### src/rtl/pipe_ctrl_pkg.sv
// -----------------------------------------------------------------------------
// pipe_ctrl_pkg
// Shared types and constants for the pipeline sequencer.
//   state_e     : sequencer FSM states (RUN, STORE, FLUSH, ILOCK)
//   MODE_*      : B-mux addressing-mode encodings
//   pipe_max    : integer maximum, used for elaboration-time sizing
//   cnt_width   : width of the shared STORE/FLUSH down-counter
// -----------------------------------------------------------------------------
package pipe_ctrl_pkg;

   typedef enum logic [1:0] {
      RUN   = 2'd0,
      STORE = 2'd1,
      FLUSH = 2'd2,
      ILOCK = 2'd3
   } state_e;

   localparam logic [1:0] MODE_IMM = 2'b00;
   localparam logic [1:0] MODE_DIR = 2'b01;
   localparam logic [1:0] MODE_REG = 2'b10;
   localparam logic [1:0] MODE_FWD = 2'b11;

   function automatic int pipe_max(input int a, input int b);
      return (a > b) ? a : b;
   endfunction

   // One counter serves both STORE and FLUSH, so it is sized for the longer.
   function automatic int cnt_width(input int store_wait, input int flush_depth);
      return $clog2(pipe_max(store_wait, flush_depth) + 1);
   endfunction

endpackage

### src/rtl/pipe_down_counter.sv
// -----------------------------------------------------------------------------
// pipe_down_counter
// Loadable down-counter with zero flag, shared by the STORE and FLUSH phases.
// Ports:
//   clk        in   system clock, rising edge
//   rst        in   asynchronous, active-high reset (count clears to 0)
//   load_i     in   load load_val_i (has priority over dec_i)
//   load_val_i in   value to load
//   dec_i      in   decrement by one
//   zero_o     out  count is zero
// -----------------------------------------------------------------------------
module pipe_down_counter #(
   parameter int WIDTH = 2
) (
   input  logic             clk,
   input  logic             rst,
   input  logic             load_i,
   input  logic [WIDTH-1:0] load_val_i,
   input  logic             dec_i,
   output logic             zero_o
);

   logic [WIDTH-1:0] cnt_q;
   logic [WIDTH-1:0] cnt_d;

   always_comb begin
      cnt_d = cnt_q;
      if (load_i) begin
         cnt_d = load_val_i;
      end else if (dec_i) begin
         cnt_d = cnt_q - 1'b1;
      end
   end

   // NOTE: sequential state uses non-blocking assignments so every register
   // samples the pre-edge value of every other register.
   always_ff @(posedge clk or posedge rst) begin
      if (rst) begin
         cnt_q <= '0;
      end else begin
         cnt_q <= cnt_d;
      end
   end

   assign zero_o = (cnt_q == '0);

endmodule

### src/rtl/pipeline_sequencer.sv
// -----------------------------------------------------------------------------
// pipeline_sequencer
// Pipeline control unit: store sequencing (stall while RAM writes), branch
// flush of fetch/decode, and A/B operand forwarding selects.
//
// Build option: define PIPE_FWD_EN to enable operand forwarding. Without it,
// forwarding outputs stay neutral and a writeback hit instead stalls the
// pipeline for one cycle through the ILOCK state.
//
// Parameters:
//   STORE_WAIT   cycles RAM needs per write (>= 1)
//   FLUSH_DEPTH  cycles flush is asserted per taken branch (>= 1)
// Ports:
//   clk, rst           clock and asynchronous active-high reset
//   store              execute-stage instruction is a store
//   branch_taken       taken-branch pulse (valid while stall=0)
//   src_a_exe/src_b_exe  operand registers at execute
//   dst_wb, wb_valid   writeback destination and its valid
//   mode_in            B-mux addressing mode from decoder
//   mode_out           B-mux select
//   fwd_a              A-mux select, 1 = ALU output
//   stall, flush       pipeline hold / fetch-decode squash
//   ram_wea            RAM write enable
//   ram_addr_sel       1 = write address
//   busy               sequencer is not in RUN
// -----------------------------------------------------------------------------
module pipeline_sequencer
   import pipe_ctrl_pkg::*;
#(
   parameter int STORE_WAIT  = 2,
   parameter int FLUSH_DEPTH = 2
) (
   input  logic       clk,
   input  logic       rst,
   input  logic       store,
   input  logic       branch_taken,
   input  logic [4:0] src_a_exe,
   input  logic [4:0] src_b_exe,
   input  logic [4:0] dst_wb,
   input  logic       wb_valid,
   input  logic [1:0] mode_in,
   output logic [1:0] mode_out,
   output logic       fwd_a,
   output logic       stall,
   output logic       flush,
   output logic       ram_wea,
   output logic       ram_addr_sel,
   output logic       busy
);

   localparam int CNT_W = cnt_width(STORE_WAIT, FLUSH_DEPTH);

   // Entry from RUN spends one phase cycle in RUN itself, hence the -2;
   // entry from STORE starts a full-length flush, hence the -1.
   localparam logic [CNT_W-1:0] STORE_LD     = CNT_W'((STORE_WAIT  > 1) ? STORE_WAIT  - 2 : 0);
   localparam logic [CNT_W-1:0] FLUSH_LD_RUN = CNT_W'((FLUSH_DEPTH > 1) ? FLUSH_DEPTH - 2 : 0);
   localparam logic [CNT_W-1:0] FLUSH_LD_PND = CNT_W'(FLUSH_DEPTH - 1);

   state_e           state_q, state_d;
   logic             br_pend_q, br_pend_d;
   logic             cnt_load;
   logic [CNT_W-1:0] cnt_load_val;
   logic             cnt_dec;
   logic             cnt_zero;

   logic hit_a, hit_b;
   logic ilock_req;

   assign hit_a = wb_valid && (dst_wb == src_a_exe);
   assign hit_b = wb_valid && (dst_wb == src_b_exe);

   // ---------------------------------------------------------------- forwarding
`ifdef PIPE_FWD_EN
   assign mode_out  = (hit_b && (mode_in == MODE_REG)) ? MODE_FWD : mode_in;
   assign fwd_a     = hit_a;
   assign ilock_req = 1'b0;
`else
   assign mode_out  = mode_in;
   assign fwd_a     = 1'b0;
   assign ilock_req = hit_a || hit_b;
`endif

   // ---------------------------------------------------------------- counter
   pipe_down_counter #(
      .WIDTH (CNT_W)
   ) u_cnt (
      .clk        (clk),
      .rst        (rst),
      .load_i     (cnt_load),
      .load_val_i (cnt_load_val),
      .dec_i      (cnt_dec),
      .zero_o     (cnt_zero)
   );

   // ---------------------------------------------------------------- state register
   always_ff @(posedge clk or posedge rst) begin
      if (rst) begin
         state_q   <= RUN;
         br_pend_q <= 1'b0;
      end else begin
         state_q   <= state_d;
         br_pend_q <= br_pend_d;
      end
   end

   // ---------------------------------------------------------------- next state
   // NOTE: every signal assigned here gets a default first, so no path can
   // leave it unassigned and infer a latch.
   always_comb begin
      state_d      = state_q;
      br_pend_d    = br_pend_q;
      cnt_load     = 1'b0;
      cnt_load_val = '0;
      cnt_dec      = 1'b0;

      case (state_q)
         // ILOCK behaves like RUN for store/branch but never re-triggers
         // the interlock, which bounds the interlock stall to one cycle.
         RUN, ILOCK: begin
            state_d = RUN;
            if (store) begin
               if (STORE_WAIT > 1) begin
                  state_d      = STORE;
                  cnt_load     = 1'b1;
                  cnt_load_val = STORE_LD;
                  br_pend_d    = branch_taken;
               end else if (branch_taken) begin
                  // Single-cycle store: no STORE phase to carry br_pend,
                  // so start the full-length flush directly.
                  state_d      = FLUSH;
                  cnt_load     = 1'b1;
                  cnt_load_val = FLUSH_LD_PND;
               end
            end else if (branch_taken) begin
               if (FLUSH_DEPTH > 1) begin
                  state_d      = FLUSH;
                  cnt_load     = 1'b1;
                  cnt_load_val = FLUSH_LD_RUN;
               end
            end else if ((state_q == RUN) && ilock_req) begin
               state_d = ILOCK;
            end
         end

         STORE: begin
            if (cnt_zero) begin
               if (br_pend_q) begin
                  state_d      = FLUSH;
                  cnt_load     = 1'b1;
                  cnt_load_val = FLUSH_LD_PND;
                  br_pend_d    = 1'b0;
               end else begin
                  state_d = RUN;
               end
            end else begin
               cnt_dec = 1'b1;
            end
         end

         FLUSH: begin
            // branch_taken is ignored: squashed instructions cannot branch.
            if (cnt_zero) begin
               state_d = RUN;
            end else begin
               cnt_dec = 1'b1;
            end
         end

         default: state_d = RUN;
      endcase
   end

   // ---------------------------------------------------------------- outputs
   always_comb begin
      stall        = 1'b0;
      flush        = 1'b0;
      ram_wea      = 1'b0;
      ram_addr_sel = 1'b0;

      case (state_q)
         RUN, ILOCK: begin
            stall        = store ||
                           ((state_q == RUN) && ilock_req && !branch_taken);
            ram_wea      = store;
            ram_addr_sel = store;
            flush        = branch_taken && !store;
         end
         STORE: begin
            stall        = 1'b1;
            ram_wea      = 1'b1;
            ram_addr_sel = 1'b1;
         end
         FLUSH: begin
            flush = 1'b1;
         end
         default: ;
      endcase
   end

   // state_q is a register, so busy lags the first stall/flush cycle by one.
   assign busy = (state_q != RUN);

endmodule

### config.mk
export PLATFORM = sky130hd
export DESIGN_NAME = pipeline_sequencer
export DESIGN_NICKNAME = d
export VERILOG_FILES = /design/src/rtl/pipe_ctrl_pkg.sv /design/src/rtl/pipe_down_counter.sv /design/src/rtl/pipeline_sequencer.sv
export SDC_FILE = /design/constraint.sdc
export NUM_CORES = 1
export LEC_CHECK = 0
export CORE_MARGIN = 2
export CORE_UTILIZATION = 38
export DETAILED_ROUTE_END_ITERATION = 7
export GPL_TIMING_DRIVEN = 0
export MAX_ROUTING_LAYER = met4
export PLACE_DENSITY = 0.81
export SYNTH_ARGS = -nofsm -noshare
export SYNTH_HDL_FRONTEND = slang
export SYNTH_SLANG_ARGS = --single-unit
export TNS_END_PERCENT = 30
### constraint.sdc
create_clock -name clk -period 1.7 [get_ports clk]
set_input_delay 0.255 -clock clk [delete_from_list [all_inputs] [get_ports clk]]
set_output_delay 0.255 -clock clk [all_outputs]
set_load 0.02 [all_outputs]
==> flow_metrics.env, run 1 <==
export IMPL_outcome="finished, violations left"
export IMPL_violations="setup timing"
export IMPL_insertion_delay_ns=0.24
export IMPL_dieArea_mm2=0.00179
export IMPL_num_antenna_cells=0
export IMPL_synth_warnings=0
export IMPL_ys_ff_latch=5
export IMPL_rsz0062_at_grt="true"
export IMPL_finalCritPeriodShare=1.11
export IMPL_power_density_mw_per_mm2=1450
export IMPL_antenna_left=0
export IMPL_worstSetupPathType="register to output port"
export IMPL_syn_nets=93
export IMPL_cp_data_arrival_time_ns=1.63
export IMPL_final_common_cell="clkdlybuf4s50_1"
export IMPL_rows=13
export IMPL_synth_compound_area_share=0.183
export IMPL_grt_use_total=0.171
export IMPL_post_route_drc_count=0
export IMPL_drive_gt1_frac=0.340
export IMPL_max_cap_viol_count=0
export IMPL_netlist_area_um2=559
export IMPL_drt_pre_antenna_iters=4
export IMPL_dieWidth_um=42.4
export IMPL_synth_yosys_seq_area_share=0.224
export IMPL_die_h_um=42.4
export IMPL_cp_max_fo=5
export IMPL_start_util=0.419
export IMPL_yosysTopAreaCell="dfrtp_1"
export IMPL_htree_levels=1
export IMPL_maxSlewViolCount=0
export IMPL_synth_area_leaders="dfrtp_1 22%, xor2_1 16%, ha_1 8.9%"
export IMPL_clockBufferDepth=2
export IMPL_gp_congestion=0.755
export IMPL_cp_start_kind="register"
export IMPL_core_area_mm2=0.00133
export IMPL_fin_skew_ns=0.000288
export IMPL_synth_xor_xnor_area_share=0.172
export IMPL_cts_root_buffer="clkbuf_4"
export IMPL_hold_path_class="input port to async pin"
export IMPL_grt_pass1_wl_um=2360
export IMPL_post_dp_hpwl_um=1090
export IMPL_grt_ovfl_total=0
export IMPL_num_io_pins=30
export IMPL_cts_tree="yes"
export IMPL_viasPerCell=5.00
export IMPL_cp_end_kind="output port"
export IMPL_io_buffers=26
export IMPL_min_period_ns=1.88
export IMPL_fmax_mhz=531
export IMPL_vdd_ir_drop_max_uv=803
export IMPL_drt_initial_drc_count=5
export IMPL_wirelength_um=1400
export IMPL_worst_slack_ns=-0.182
export IMPL_finalNetCount=130
export IMPL_routed_via_count=590
export IMPL_syn_inst=67
export IMPL_cts_sinks=5
export IMPL_antenna_found_initial=0
export IMPL_p_leak_nw=0.437
export IMPL_yosys_cell_types_count=26
export IMPL_required_ns=1.44
export IMPL_pre_cts_ws_ns=-0.656
export IMPL_numCtsBuffers=3
export IMPL_synth_mux_area_fraction=0
export IMPL_synth_simple_gate_area_share=0.230
export IMPL_final_setup_viol_count=3
export IMPL_tns_ns=-0.326
export IMPL_grt_max_degree=8
export IMPL_avgSynthCellArea_um2=8.35
export IMPL_clkTransAtPathRegs_ns=0.04
export IMPL_syn_to_final_growth_pct=71.6
export IMPL_wl_per_cell_um=11.9
export IMPL_synth_top_area_share=0.224
export IMPL_mostFrequentLayoutCells="14 x clkdlybuf4s50_1, 13 x buf_4, 10 x xor2_1, 8 x dlygate4sd2_1"
export IMPL_hold_viol=0
export IMPL_synth_top_family_by_area="simple AND/OR/NAND/NOR gates"
export IMPL_grt_pass1_vias=587
export IMPL_synthAdderAreaFrac=0.0895
## worst paths after layout
check,from,to,slack (ns),cells past startpoint
max,state_q[1]$_DFFE_PP0P_,stall,-0.18,5
min reg2reg,br_pend_q$_DFFE_PP0P_,br_pend_q$_DFFE_PP0P_,0.56,2
min in group clk,br_pend_q$_DFFE_PP0P_,br_pend_q$_DFFE_PP0P_,0.56,2
min,rst,state_q[0]$_DFFE_PP0P_,0.21,2
max reg2reg,state_q[1]$_DFFE_PP0P_,u_cnt.cnt_q[1]$_DFFE_PP0P_,0.17,6
max in group asynchronous,rst,state_q[1]$_DFFE_PP0P_,1.32,2
## layer usage
| layer | GRT usage | vias to the layer above | share of wire | wire [um] |
|---|---|---|---|---|
| met3 | 0.0302 | 3 | 0.066 | 92 |
| met5 | - | - | 0 | 0 |
| met1 | 0.172 | 257 | 0.39 | 547 |
| met4 | 0.0375 | 0 | 0.010 | 14 |
| met2 | 0.335 | 29 | 0.53 | 745 |
| li1 | - | 301 | - | - |
## cells by family after synthesis
kind of cell	Yosys count
adder cells (fa/ha/maj)	4
XOR/XNOR	11
other	1
AO/OA/AOI/OAI	13
flip-flops	5
buffers and inverters	10
AND/OR/NAND/NOR	23
## synthesized netlist by cell type, drive strengths merged
library cell and count:
inv 6, and2b 1, ha 4, dfrtp 5, o21bai 2, nand2b 1
nor2 8, xnor2 1, o22ai 2, o32ai 1, nor3 4, a2111oi 1
or2 1, a22oi 2, buf 4, o21ai 2, nand2 2, nand3 1
a221oi 1, nor4 2, xor2 10, and4b 1, nor2b 2, a21oi 2
conb 1
## timing repair
item | 4_1_cts | 5_1_grt
gates resized for setup | 41 | 5
hold buffers | 0 | 0
pin swaps | 9 | 3
endpoints found under the setup margin | 5 | 4
buffers inserted | 4 | 2
## state kept, by name, indices dropped and copies added (netlist names)
register and cells:
state_q 2, u_cnt.cnt_q 2, br_pend_q 1
## metrics by stage
| stage | total power [W] | hold slack (ns) | cell area [um^2] | utilization | cells |
|---|---|---|---|---|---|
| after detailed placement | 0.00104 | 0.475 | 841 | 0.630 | 108 |
| after global routing | 0.00150 | 0.234 | 960 | 0.720 | 118 |
| after CTS | 0.00132 | 0.219 | 923 | 0.692 | 116 |
| final | 0.00140 | 0.207 | 960 | 0.720 | 118 |
| after global placement | 0.00101 | 0.469 | 841 | 0.630 | 108 |
| after floorplan | 0.000743 | 0.0335 | 562 | - | 67 |
## layout make-up
type | count | area (um^2)
repair buffers | 32 | 289
fillers | 127 | 374
clock buffers | 4 | 26.3
inverters | 6 | 22.5
well taps | 15 | 18.8
flip-flops and latches | 5 | 125
plain buffers | 4 | 30.0
multi-input cells | 52 | 448
## where the power goes
part | switching, W | leakage [nW] | total (W) | internal, W
clock | 0.0000518 | 0.0150 | 0.000141 | 0.0000889
sequential | 0.0000308 | 0.0651 | 0.000196 | 0.000165
combinational | 0.000519 | 0.357 | 0.00106 | 0.000540
total | 0.000601 | 0.437 | 0.00140 | 0.000794
## worst max-delay path, cell delays in order, from the launching register on
cell,delay (ns)
dfrtp_1,0.40
inv_2,0.09
ha_4,0.22
or2_4,0.24
o32ai_2,0.25
buf_4,0.18
(Power assumes the default switching activity.)
==> inputs of run 2 (changes only) <==
--- a/config.mk
+++ b/config.mk
@@ -5,12 +5,14 @@
 export SDC_FILE = /design/constraint.sdc
 export NUM_CORES = 1
 export LEC_CHECK = 0
+export CELL_PAD_IN_SITES_DETAIL_PLACEMENT = 1
+export CELL_PAD_IN_SITES_GLOBAL_PLACEMENT = 2
 export CORE_MARGIN = 2
-export CORE_UTILIZATION = 38
+export CORE_UTILIZATION = 20
 export DETAILED_ROUTE_END_ITERATION = 7
 export GPL_TIMING_DRIVEN = 0
 export MAX_ROUTING_LAYER = met4
-export PLACE_DENSITY = 0.81
+export PLACE_DENSITY = 0.8
 export SYNTH_ARGS = -nofsm -noshare
 export SYNTH_HDL_FRONTEND = slang
 export SYNTH_SLANG_ARGS = --single-unit
==> run 2 against run 1 <==
  * The flow still finishes with violations (setup timing)
  * Cell count rose by 14%
  * Non-clock buffer count stayed put
  * Critical path depth rose by 1
  * Via count increased by 2.2%
  * Flip-flop and latch count unchanged
  * Clock power hardly changed
  * Total power is 3.5% lower
  * Highest routed layer unchanged
==> flow_metrics.env, run 2 (same netlist as run 1, synthesis figures left out) <==
export IMPL_start_util=0.206
export IMPL_antenna_left=0
export IMPL_cts_root_buffer="clkbuf_4"
export IMPL_cp_data_arrival_time_ns=1.62
export IMPL_mostFrequentLayoutCells="13 x buf_4, 13 x clkdlybuf4s50_1, 9 x xor2_1, 9 x dlygate4sd2_1"
export IMPL_core_area_mm2=0.00271
export IMPL_multi_input_area_um2=474
export IMPL_num_antenna_cells=0
export IMPL_ff2ff_path_depth=6
export IMPL_cts_tree="yes"
export IMPL_top_regs="state_q x2, u_cnt.cnt_q x2, br_pend_q x1"
export IMPL_cts_sinks=5
export IMPL_hold_buffers=0
export IMPL_seq_area_um2=125
export IMPL_min_period_ns=1.88
export IMPL_drt_initial_drc_count=9
export IMPL_drt_pre_antenna_iters=4
export IMPL_path_cells="clkdlybuf4s50_1 > xor2_2 > nor3_4 > a22oi_2 > o32ai_2 > buf_4"
export IMPL_insertion_delay_ns=0.25
export IMPL_die_h_um=56.9
export IMPL_hold_viol=0
export IMPL_outcome="finished, violations left"
export IMPL_violations="setup timing"
export IMPL_dieWidth_um=56.9
export IMPL_antenna_found_initial=0
export IMPL_grt_pass1_vias=652
export IMPL_required_ns=1.44
export IMPL_worstSetupStartpoint="src_a_exe[4]"
export IMPL_maxSlewViolCount=0
export IMPL_numCtsBuffers=3
export IMPL_cp_start_kind="input port"
export IMPL_cp_end_kind="output port"
export IMPL_post_dp_hpwl_um=1280
export IMPL_htree_levels=1
export IMPL_final_setup_viol_count=2
export IMPL_cp_max_fo=2
export IMPL_grt_ovfl_total=0
export IMPL_num_io_pins=30
export IMPL_total_power_w=0.00135
export IMPL_finalNetCount=130
export IMPL_path_depth=6
export IMPL_critPathSlowestCell="clkdlybuf4s50_1"
export IMPL_power_density_mw_per_mm2=1350
export IMPL_whs_ns=0.208
export IMPL_cp_top_family="buffers and inverters"
export IMPL_hold_path_class="input port to async pin"
export IMPL_grt_max_degree=8
export IMPL_rows=19
export IMPL_clkTransAtPathRegs_ns=0.05
export IMPL_max_stage_delay_ns=0.44
export IMPL_wirelength_um=1490
export IMPL_grt_pass1_wl_um=2590
export IMPL_reg2reg_from="state_q[0]$_DFFE_PP0P_"
export IMPL_post_route_drc_count=0
export IMPL_finalCritPeriodShare=1.10
export IMPL_fin_skew_ns=0.00468
export IMPL_max_cap_viol_count=0
export IMPL_routed_via_count=603
export IMPL_stdcell_area_um2=998
export IMPL_viasPerCell=4.50
export IMPL_rsz0062_at_grt="true"
export IMPL_pre_cts_ws_ns=-0.710
export IMPL_io_buffers=26
export IMPL_gp_congestion=0.756
export IMPL_crit_end="stall"
export IMPL_grt_use_total=0.105
export IMPL_drive_gt1_frac=0.359
export IMPL_r2r_end="state_q[1]$_DFFE_PP0P_"
export IMPL_reg2reg_slack_ns=0.24
export IMPL_dieArea_mm2=0.00324
export IMPL_p_leak_nw=0.440
export IMPL_clockBufferDepth=2
export IMPL_n_fill_cell=343
export IMPL_worst_slack_ns=-0.177
export IMPL_syn_to_final_growth_pct=78.5
export IMPL_placedInstanceArea_um2=861
export IMPL_fmax_mhz=533
export IMPL_worstSetupPathType="input port to output port"
export IMPL_wl_per_cell_um=11.1
export IMPL_worst_path_buf_inv=2
export IMPL_vdd_ir_drop_max_uv=553
export IMPL_tns_ns=-0.261
## run 2: changes by cell type in the layout (fill, tap and decap cells not counted)
cell / change
buf_2: +1
buf_6: -1
clkdlybuf4s50_1: -1
dlygate4sd2_1: +1
ha_1: -1
ha_4: +1
nor3_2: -1
nor3_4: +1
xor2_1: -1
xor2_2: +1
## run 2: final cells by class
class	instances	share of cell area
inverters	6	0.0226
repair buffers	32	0.282
plain buffers	4	0.0301
well taps	31	0.0388
flip-flops and latches	5	0.125
clock buffers	4	0.0263
multi-input cells	52	0.475
## run 2: worst min path at each step
stage,endpoint,startpoint,slack (ns),depth (start not counted)
after global routing,state_q[0]$_DFFE_PP0P_,rst,0.22,2
after detailed placement,u_cnt.cnt_q[0]$_DFFE_PP0P_,rst,0.47,2
after CTS,u_cnt.cnt_q[0]$_DFFE_PP0P_,rst,0.21,2
final,state_q[0]$_DFFE_PP0P_,rst,0.21,2
after global placement,u_cnt.cnt_q[0]$_DFFE_PP0P_,rst,0.47,2
after floorplan,br_pend_q$_DFFE_PP0P_,rst,0.03,1
## run 2: layer usage
layer,global-route usage,part of all wire,up-vias
met2,0.184,0.50,29
met3,0.0230,0.074,3
met4,0.0498,0.015,0
met5,-,0,-
li1,-,-,300
met1,0.110,0.41,271
## run 2: repair_timing
action | CTS | global route
buffers inserted | 5 | 1
resized for setup | 45 | 4
cloned | 0 | 0
endpoints found under the hold margin | 0 | 0
endpoints found under the setup margin | 5 | 5
pin swaps | 10 | 2
## run 2: stage by stage
stage                util  std cells
floorplan               -         67
global placement    0.318        124
detailed placement  0.318        124
CTS                 0.358        133
global route        0.368        134
finish              0.368        134
## run 2: where the power goes
part | internal [W] | switching, W
Combinational | 0.000490 | 0.000521
Clock | 0.0000889 | 0.0000507
Sequential | 0.000165 | 0.0000312
Total | 0.000743 | 0.000603
==> inputs of run 3 (changes only) <==
--- a/config.mk
+++ b/config.mk
@@ -12,7 +12,7 @@
 export DETAILED_ROUTE_END_ITERATION = 7
 export GPL_TIMING_DRIVEN = 0
 export MAX_ROUTING_LAYER = met4
-export PLACE_DENSITY = 0.8
+export PLACE_DENSITY_LB_ADDON = 0.1
 export SYNTH_ARGS = -nofsm -noshare
 export SYNTH_HDL_FRONTEND = slang
 export SYNTH_SLANG_ARGS = --single-unit
==> run 3 against run 2 <==
  * The run still ends with setup timing left
  * Combinational power is 15% higher
  * Critical endpoint unchanged
  * Sequential power is essentially flat
  * Non-clock buffer count up 4
  * Global-route usage is 0.49 points higher
  * Cell count up 3.0%
  * Largest power group unchanged
==> flow_metrics.env, run 3 (same netlist as run 1, synthesis figures left out) <==
export IMPL_maxSlewViolCount=0
export IMPL_p_clk_frac=0.094
export IMPL_top_regs="state_q x2, u_cnt.cnt_q x2, br_pend_q x1"
export IMPL_finalCritPeriodShare=1.11
export IMPL_switching_share=0.428
export IMPL_critPathSlowestCell="dfrtp_1"
export IMPL_post_dp_hpwl_um=1270
export IMPL_final_setup_viol_count=4
export IMPL_wirelength_um=1670
export IMPL_clockBufferDepth=2
export IMPL_seq_area_um2=125
export IMPL_clkTransAtPathRegs_ns=0.05
export IMPL_grt_busiest_layer="met2"
export IMPL_insertion_delay_ns=0.24
export IMPL_wl_per_cell_um=12.1
export IMPL_antenna_found_initial=0
export IMPL_hold_buffers=0
export IMPL_grt_pass1_vias=632
export IMPL_grt_pass1_wl_um=2680
export IMPL_dieArea_mm2=0.00324
export IMPL_mostFrequentLayoutCells="17 x buf_4, 13 x clkdlybuf4s50_1, 8 x xor2_1, 8 x dlygate4sd2_1"
export IMPL_ff2ff_path_depth=7
export IMPL_outcome="finished, violations left"
export IMPL_final_common_cell="buf_4"
export IMPL_grt_use_total=0.110
export IMPL_vdd_ir_drop_max_uv=1030
export IMPL_instances_no_fill=138
export IMPL_violations="setup timing"
export IMPL_gp_congestion=0.726
export IMPL_fmax_mhz=530
export IMPL_core_area_mm2=0.00271
export IMPL_dieWidth_um=56.9
export IMPL_p_int_w=0.000854
export IMPL_multi_input_area_um2=479
export IMPL_viasPerCell=4.47
export IMPL_numCtsBuffers=3
export IMPL_cts_root_buffer="clkbuf_4"
export IMPL_cp_end_kind="output port"
export IMPL_power_frac_seq=0.130
export IMPL_hold_path_class="input port to async pin"
export IMPL_min_period_ns=1.89
export IMPL_num_io_pins=30
export IMPL_drt_pre_antenna_iters=2
export IMPL_n_fill_cell=348
export IMPL_worstSetupStartpoint="state_q[0]$_DFFE_PP0P_"
export IMPL_cp_max_fo=4
export IMPL_io_buffers=26
export IMPL_power_frac_comb=0.776
export IMPL_antenna_left=0
export IMPL_placedCellCount=124
export IMPL_grt_ovfl_total=0
export IMPL_start_util=0.206
export IMPL_required_ns=1.44
export IMPL_rows=19
export IMPL_reg2reg_slack_ns=0.16
export IMPL_cp_start_kind="register"
export IMPL_grt_max_degree=8
export IMPL_max_cap_viol_count=0
export IMPL_num_antenna_cells=0
export IMPL_path_depth=6
export IMPL_drive_gt1_frac=0.383
export IMPL_p_leak_nw=0.473
export IMPL_cts_sinks=5
export IMPL_power_density_mw_per_mm2=1430
export IMPL_cts_tree="yes"
export IMPL_finalNetCount=134
export IMPL_grt_use_met1=0.124
export IMPL_grt_use_met2=0.184
export IMPL_cp_top_family="buffers and inverters"
export IMPL_worstSetupPathType="register to output port"
export IMPL_syn_to_final_growth_pct=86.6
export IMPL_path_cells="inv_2 > buf_6 > ha_4 > or2_4 > o32ai_2 > buf_4"
export IMPL_r2r_end="u_cnt.cnt_q[0]$_DFFE_PP0P_"
export IMPL_worst_slack_ns=-0.186
export IMPL_whs_ns=0.215
export IMPL_reg2reg_from="state_q[0]$_DFFE_PP0P_"
export IMPL_drt_initial_drc_count=7
export IMPL_crit_end="stall"
export IMPL_max_stage_delay_ns=0.36
export IMPL_post_route_drc_count=0
export IMPL_routed_via_count=617
export IMPL_cp_data_arrival_time_ns=1.63
export IMPL_die_h_um=56.9
export IMPL_rsz0062_at_grt="true"
export IMPL_fin_skew_ns=0.00528
export IMPL_hold_viol=0
export IMPL_htree_levels=1
export IMPL_power_switching_w=0.000640
export IMPL_grtUsageMet3=0.00922
export IMPL_worst_path_buf_inv=3
[run 3: final cells by class]
| cell class | instances | share of cell area |
|---|---|---|
| Multi-Input combinational cell | 52 | 0.459 |
| Timing Repair Buffer | 36 | 0.308 |
| Sequential cell | 5 | 0.120 |
| Tap cell | 31 | 0.0372 |
| Buffer | 4 | 0.0288 |
| Clock buffer | 4 | 0.0252 |
| Inverter | 6 | 0.0216 |
[run 3: how the worst min path moves through the flow]
| stage | start | to |
|---|---|---|
| floorplan | rst | br_pend_q$_DFFE_PP0P_ |
| global placement | rst | state_q[0]$_DFFE_PP0P_ |
| detailed placement | rst | u_cnt.cnt_q[1]$_DFFE_PP0P_ |
| CTS | rst | u_cnt.cnt_q[1]$_DFFE_PP0P_ |
| global route | rst | state_q[0]$_DFFE_PP0P_ |
| finish | rst | state_q[1]$_DFFE_PP0P_ |
[run 3: per-layer routing]
| metal | wire (um) | vias up | share of wire |
|---|---|---|---|
| met2 | 886 | 17 | 0.53 |
| li1 | - | 307 | - |
| met4 | 33 | 0 | 0.020 |
| met5 | 0 | - | 0 |
| met1 | 700 | 289 | 0.42 |
| met3 | 50 | 4 | 0.030 |
[run 3: per-stage QoR]
step / area, um^2 / power (W) / setup TNS (ns) / worst slack (ns) / utilization
after floorplan: 562 / 0.000743 / -0.0362 / -0.0362 / -
after global placement: 861 / 0.00105 / -1.92 / -0.669 / 0.318
after detailed placement: 861 / 0.00105 / -1.91 / -0.696 / 0.318
after CTS: 957 / 0.00132 / -0.283 / -0.199 / 0.353
after global routing: 1040 / 0.00161 / -0.821 / -0.242 / 0.385
final: 1040 / 0.00149 / -0.532 / -0.186 / 0.385
[run 3: repair_timing]
item,in CTS,in global routing
buffers inserted,2,8
pin swaps,9,7
resized for setup,45,5
setup endpoints to repair,5,4
[run 3: power groups by stage]
stage	sequential, W	clock, W	combinational, W
after floorplan	0.000188	0	0.000555
after global placement	0.000195	0	0.000855
after detailed placement	0.000197	0	0.000853
after CTS	0.000195	0.000147	0.000975
after global routing	0.000201	0.000153	0.00126
final	0.000195	0.000140	0.00116
==> RTL edit 1: new RTL, config.mk and constraints of run 3 <==
The option `PIPE_FWD_EN` is turned on by a define.
--- a/src/rtl/pipeline_sequencer.sv
+++ b/src/rtl/pipeline_sequencer.sv
@@ -26,2 +26,4 @@
 // -----------------------------------------------------------------------------
+`define PIPE_FWD_EN
+
 module pipeline_sequencer
Behaviour: not the same (Yosys sat finds a counterexample within 4 cycles, from zero or initial values and one cycle with rst high).
==> RTL edit 1 against run 3 <==
  * The run still ends with setup timing left
  * Design area shrank 7.2%
  * Synthesized area shrank 6.3%
  * Worst setup slack gained 0.18 ns
  * Sequential cell count is the same
  * Routed wire length shrank 9.4%
  * Clock power shrank 6%
  * Power shrank 11%
  * Clock skew shrank 0.0022 ns
  * Critical path type unchanged
  * Highest routed layer is now met3
==> RTL edit 1: results (changes against run 3) <==
- Outcome: complete, but fails checks
- Failing checks: setup timing
- Seq/Total Area, Yosys: 0.239 (+0.0149)
- Async SR Flop Fraction: 1.00 (unchanged)
- Clk_skew: 0.00308 ns (-0.00220 ns)
- Antenna Cells: 0 (unchanged)
- Placed cell areas: 855 sq um (-0.73%)
- First-pass GRT wire length: 2570 um (-4.4%)
- NetSw: 0.000571 W (-11%)
- Setup slack after layout: -0.0108 ns (+0.175 ns)
- Clock Path Buffers: 2 (unchanged)
- Comb power frac: 0.746 (-0.030)
- Syn_nets: 91 (-2.2%)
- R2r startpoint: state_q[1]$_DFFE_PP0P_
- Top post-synthesis cells by area: dfrtp_1 24%, ha_1 12%, inv_1 7.9%
- Layout cells sized above 1: 0.288 (-0.0947)
- CTS-repair resized insts: 51 (+13%)
- Via/cell ratio: 4.30 (-3.9%)
- Clock root cell: clkbuf_4
- Post-synth top cells: 11 x inv_1, 6 x nor2_1, 5 x dfrtp_1, 5 x ha_1, 4 x xor2_1
- P_leak: 0.462 nW (-2.4%)
- HP Class: in -> async
- Vias: 576 (-6.6%)
- Wirelength per Cell: 11.3 um (-6.7%)
- Number of global-route vias before repair: 627 (-0.79%)
- Crit-path max FO: 3 (-1)
- WP data arrival: 1.46 ns (-0.17 ns)
- Routability cong.: 0.758 (+4.4%)
- Maximum VDD drop: 915 uV (-11%)
- Number of post-CTS setup repair buffers: 7 (+5)
- IO Port Bufs: 29 (+12%)
- H-tree Lvls: 1 (unchanged)
- Unique masters post-synth: 27 (+3.8%)
- Largest net degree at the start of global routing: 8 (unchanged)
- Clock Power: 0.000132 W (-6%)
- Nets: 132 (-1.5%)
- R2R Setup Slk: 0.20 ns (+0.04 ns)
- TritonRoute pass-1 iters: 4 (+2)
- Initial DRC count: 8 (+1)
- Fillcell total: 305 (-12%)
- R2R cell count: 6 (-1)
- # setup viols final: 2 (-2)
- DP Worst Slack: -0.561 ns (+0.135 ns)
- Worst hold margin: 0.215 ns (-0.000466 ns)
- Worst-path clk slew: 0.04 ns
- DP Wirelength: 1220 um (-4.4%)
- Setup TNS: -0.0214 ns (+0.510 ns)
- Placed insts: 123 (-0.81%)
- Mapped Cells: 64 (-4.5%)
- All-layer global routing usage: 0.105 (-0.00471)
- Yosys warns: 0 (unchanged)
- Power Total: 0.00134 W (-11%)
==> RTL edit 1: cell families (layout without fill, tap and decap cells) <==
family / Yosys count / count (layout) / synth area share
DFF: 5 / 5 / 0.239
xor gates and xnor gates: 7 / 7 / 0.117
muxes: 1 / 1 / 0.0191
adders and majority gates: 5 / 5 / 0.119
AOI/OAI and AO/OA: 14 / 14 / 0.205
and+or+nand+nor: 18 / 18 / 0.186
buffers and inverters: 14 / 54 / 0.115
==> RTL edit 1: routing by layer <==
metal / part of all wire / vias up / GRT usage
met3: 0.035 / 0 / 0.0304
met5: 0 / - / -
met2: 0.54 / 12 / 0.192
met1: 0.43 / 268 / 0.116
li1: - / 296 / -
met4: 0 / 0 / 0.0105
==> RTL edit 1: critical path, stage by stage (launching register included) <==
cell and delay [ns]:
dfrtp_1 0.38, inv_2 0.10, ha_4 0.23, nor2b_4 0.12
nor2_2 0.04, nor2_2 0.12, buf_4 0.13, buf_6 0.10
==> RTL edit 1: final cells by class <==
cell class / instances / area [sq um] / area share
multi-input combinational: 45 / 387 / 0.399
timing repair buffer: 36 / 333 / 0.344
sequential: 5 / 125 / 0.129
inverter: 11 / 41.3 / 0.0426
tap: 30 / 37.5 / 0.0388
clock buffer: 4 / 26.3 / 0.0271
buffer: 3 / 18.8 / 0.0194
==> RTL edit 1: path summary, 6_finish.rpt <==
kind / to
worst min register to register: u_cnt.cnt_q[0]$_DFFE_PP0P_
worst max-delay path: stall
min in group clk: u_cnt.cnt_q[0]$_DFFE_PP0P_
worst max register to register: u_cnt.cnt_q[0]$_DFFE_PP0P_
max in group asynchronous: u_cnt.cnt_q[1]$_DFFE_PP0P_
worst min-delay path: br_pend_q$_DFFE_PP0P_
==> RTL edit 2: new RTL, config.mk and constraints of run 3 <==
Made on the original files. Re-encode `state_e` (4 states) as Gray code, 2 bits wide.
--- a/src/rtl/pipe_ctrl_pkg.sv
+++ b/src/rtl/pipe_ctrl_pkg.sv
@@ -11,6 +11,6 @@
    typedef enum logic [1:0] {
-      RUN   = 2'd0,
-      STORE = 2'd1,
-      FLUSH = 2'd2,
-      ILOCK = 2'd3
+      RUN   = 2'b00,
+      STORE = 2'b01,
+      FLUSH = 2'b11,
+      ILOCK = 2'b10
    } state_e;
Behaviour: same outputs for any inputs over 10 cycles, from zero or initial values and one cycle with rst high; not proved beyond that.
==> RTL edit 2 against run 3 <==
  * The run still ends with setup timing left
  * Worst setup slack got worse by 0.038 ns
  * Power fell by 29%
  * Sequential cell count did not move
  * Routed wire length fell by 19%
  * Design area fell by 18%
  * Largest power group unchanged
  * Synthesized area fell by 17%
  * Die area fell by 16%
  * Critical path depth fell by 1
  * Sequential power rose by 4%
==> RTL edit 2: results (changes against run 3) <==
- Via/cell ratio: 4.27 (-4.5%)
- Number of global-route vias before repair: 455 (-28%)
- Seq/Total Area, Yosys: 0.271 (+0.0473)
- Synth Area in Adders: 0.0271 (-0.0624)
- Syn_nets: 78 (-16%)
- R2R cell count: 6 (-1)
- Setup slack after layout: -0.224 ns (-0.0380 ns)
- Seq. pwr: 0.000202 W (+4%)
- Failing checks: setup timing
- CTS-repair resized insts: 22 (-51%)
- Routability cong.: 0.692 (-4.7%)
- DP Wirelength: 992 um (-22%)
- Placed cell areas: 761 sq um (-12%)
- Nets: 114 (-15%)
- Largest net degree at the start of global routing: 11 (+3)
- Clk_skew: 0.00231 ns (-0.00297 ns)
- Layout Cells excl Fill: 118 (-14%)
- Post-synth top cells: 8 x xor2_1, 5 x buf_4, 5 x dfrtp_1, 5 x inv_1, 4 x nor2_1
- RR Endpoint: state_q[1]$_DFFE_PP0P_
- Post-synthesis compound-gate area fraction: 0.222 (+0.0388)
- Number of post-CTS setup repair buffers: 4 (+2)
- Dominant delay contributor by cell family on the critical path: simple AND/OR/NAND/NOR gates
- # setup viols final: 1 (-3)
- CP max stage cell: or3b_4
- First-pass GRT wire length: 1930 um (-28%)
- Fillcell total: 259 (-26%)
- XOR/XNOR share of the synthesized area: 0.190 (+0.0174)
- All-layer global routing usage: 0.100 (-0.00976)
- Crit-path max FO: 2 (-2)
- R2R Setup Slk: 0.04 ns (-0.12 ns)
- Slowest Stage Delay on Critical Path: 0.43 ns (+0.07 ns)
- Outcome: complete, but fails checks
- Comb power frac: 0.688 (-0.088)
- Flop pwr share: 0.190 (+0.060)
-- RTL edit 2: kinds of logic after synthesis --
logic type | Yosys count
AOI/OAI and AO/OA | 14
buffers and inverters | 10
adders and majority gates | 1
and+or+nand+nor | 14
DFF | 5
other | 1
xor gates and xnor gates | 10
-- RTL edit 2: stage by stage --
| step | setup slack [ns] | utilization | setup TNS (ns) |
|---|---|---|---|
| 2_1_floorplan | 0.0106 | - | 0 |
| 3_3_place_gp | -0.912 | 0.347 | -2.35 |
| 3_5_place_dp | -0.902 | 0.347 | -2.25 |
| 4_1_cts | -0.220 | 0.376 | -0.220 |
| 5_1_grt | -0.310 | 0.389 | -0.372 |
| 6_report | -0.224 | 0.389 | -0.224 |
-- RTL edit 2: how the worst max path moves through the flow --
stage	from	end	slack [ns]	cells past startpoint
after global placement	wb_valid	stall	-0.91	6
after global routing	state_q[1]$_DFFE_PP0P_	stall	-0.31	5
after detailed placement	wb_valid	stall	-0.90	6
after CTS	state_q[1]$_DFFE_PP0P_	stall	-0.22	5
after floorplan	state_q[1]$_DFFE_PP0P_	stall	0.01	4
final	state_q[1]$_DFFE_PP0P_	stall	-0.22	5
-- RTL edit 2: final cells by class --
type	instances	area, sq um	share of cell area
Timing Repair Buffer	31	288	0.337
Inverter	5	18.8	0.0220
Multi-Input combinational cell	40	323	0.378
Buffer	5	37.5	0.0440
Tap cell	28	35.0	0.0411
Clock buffer	4	26.3	0.0308
Sequential cell	5	125	0.147
-- RTL edit 2: routing by layer --
| layer | part of all wire | vias to the layer above | track usage |
|---|---|---|---|
| met5 | 0 | - | - |
| met4 | 0 | 0 | 0.0132 |
| met3 | 0.096 | 0 | 0.0374 |
| met2 | 0.48 | 20 | 0.160 |
| met1 | 0.42 | 231 | 0.123 |
| li1 | - | 253 | - |
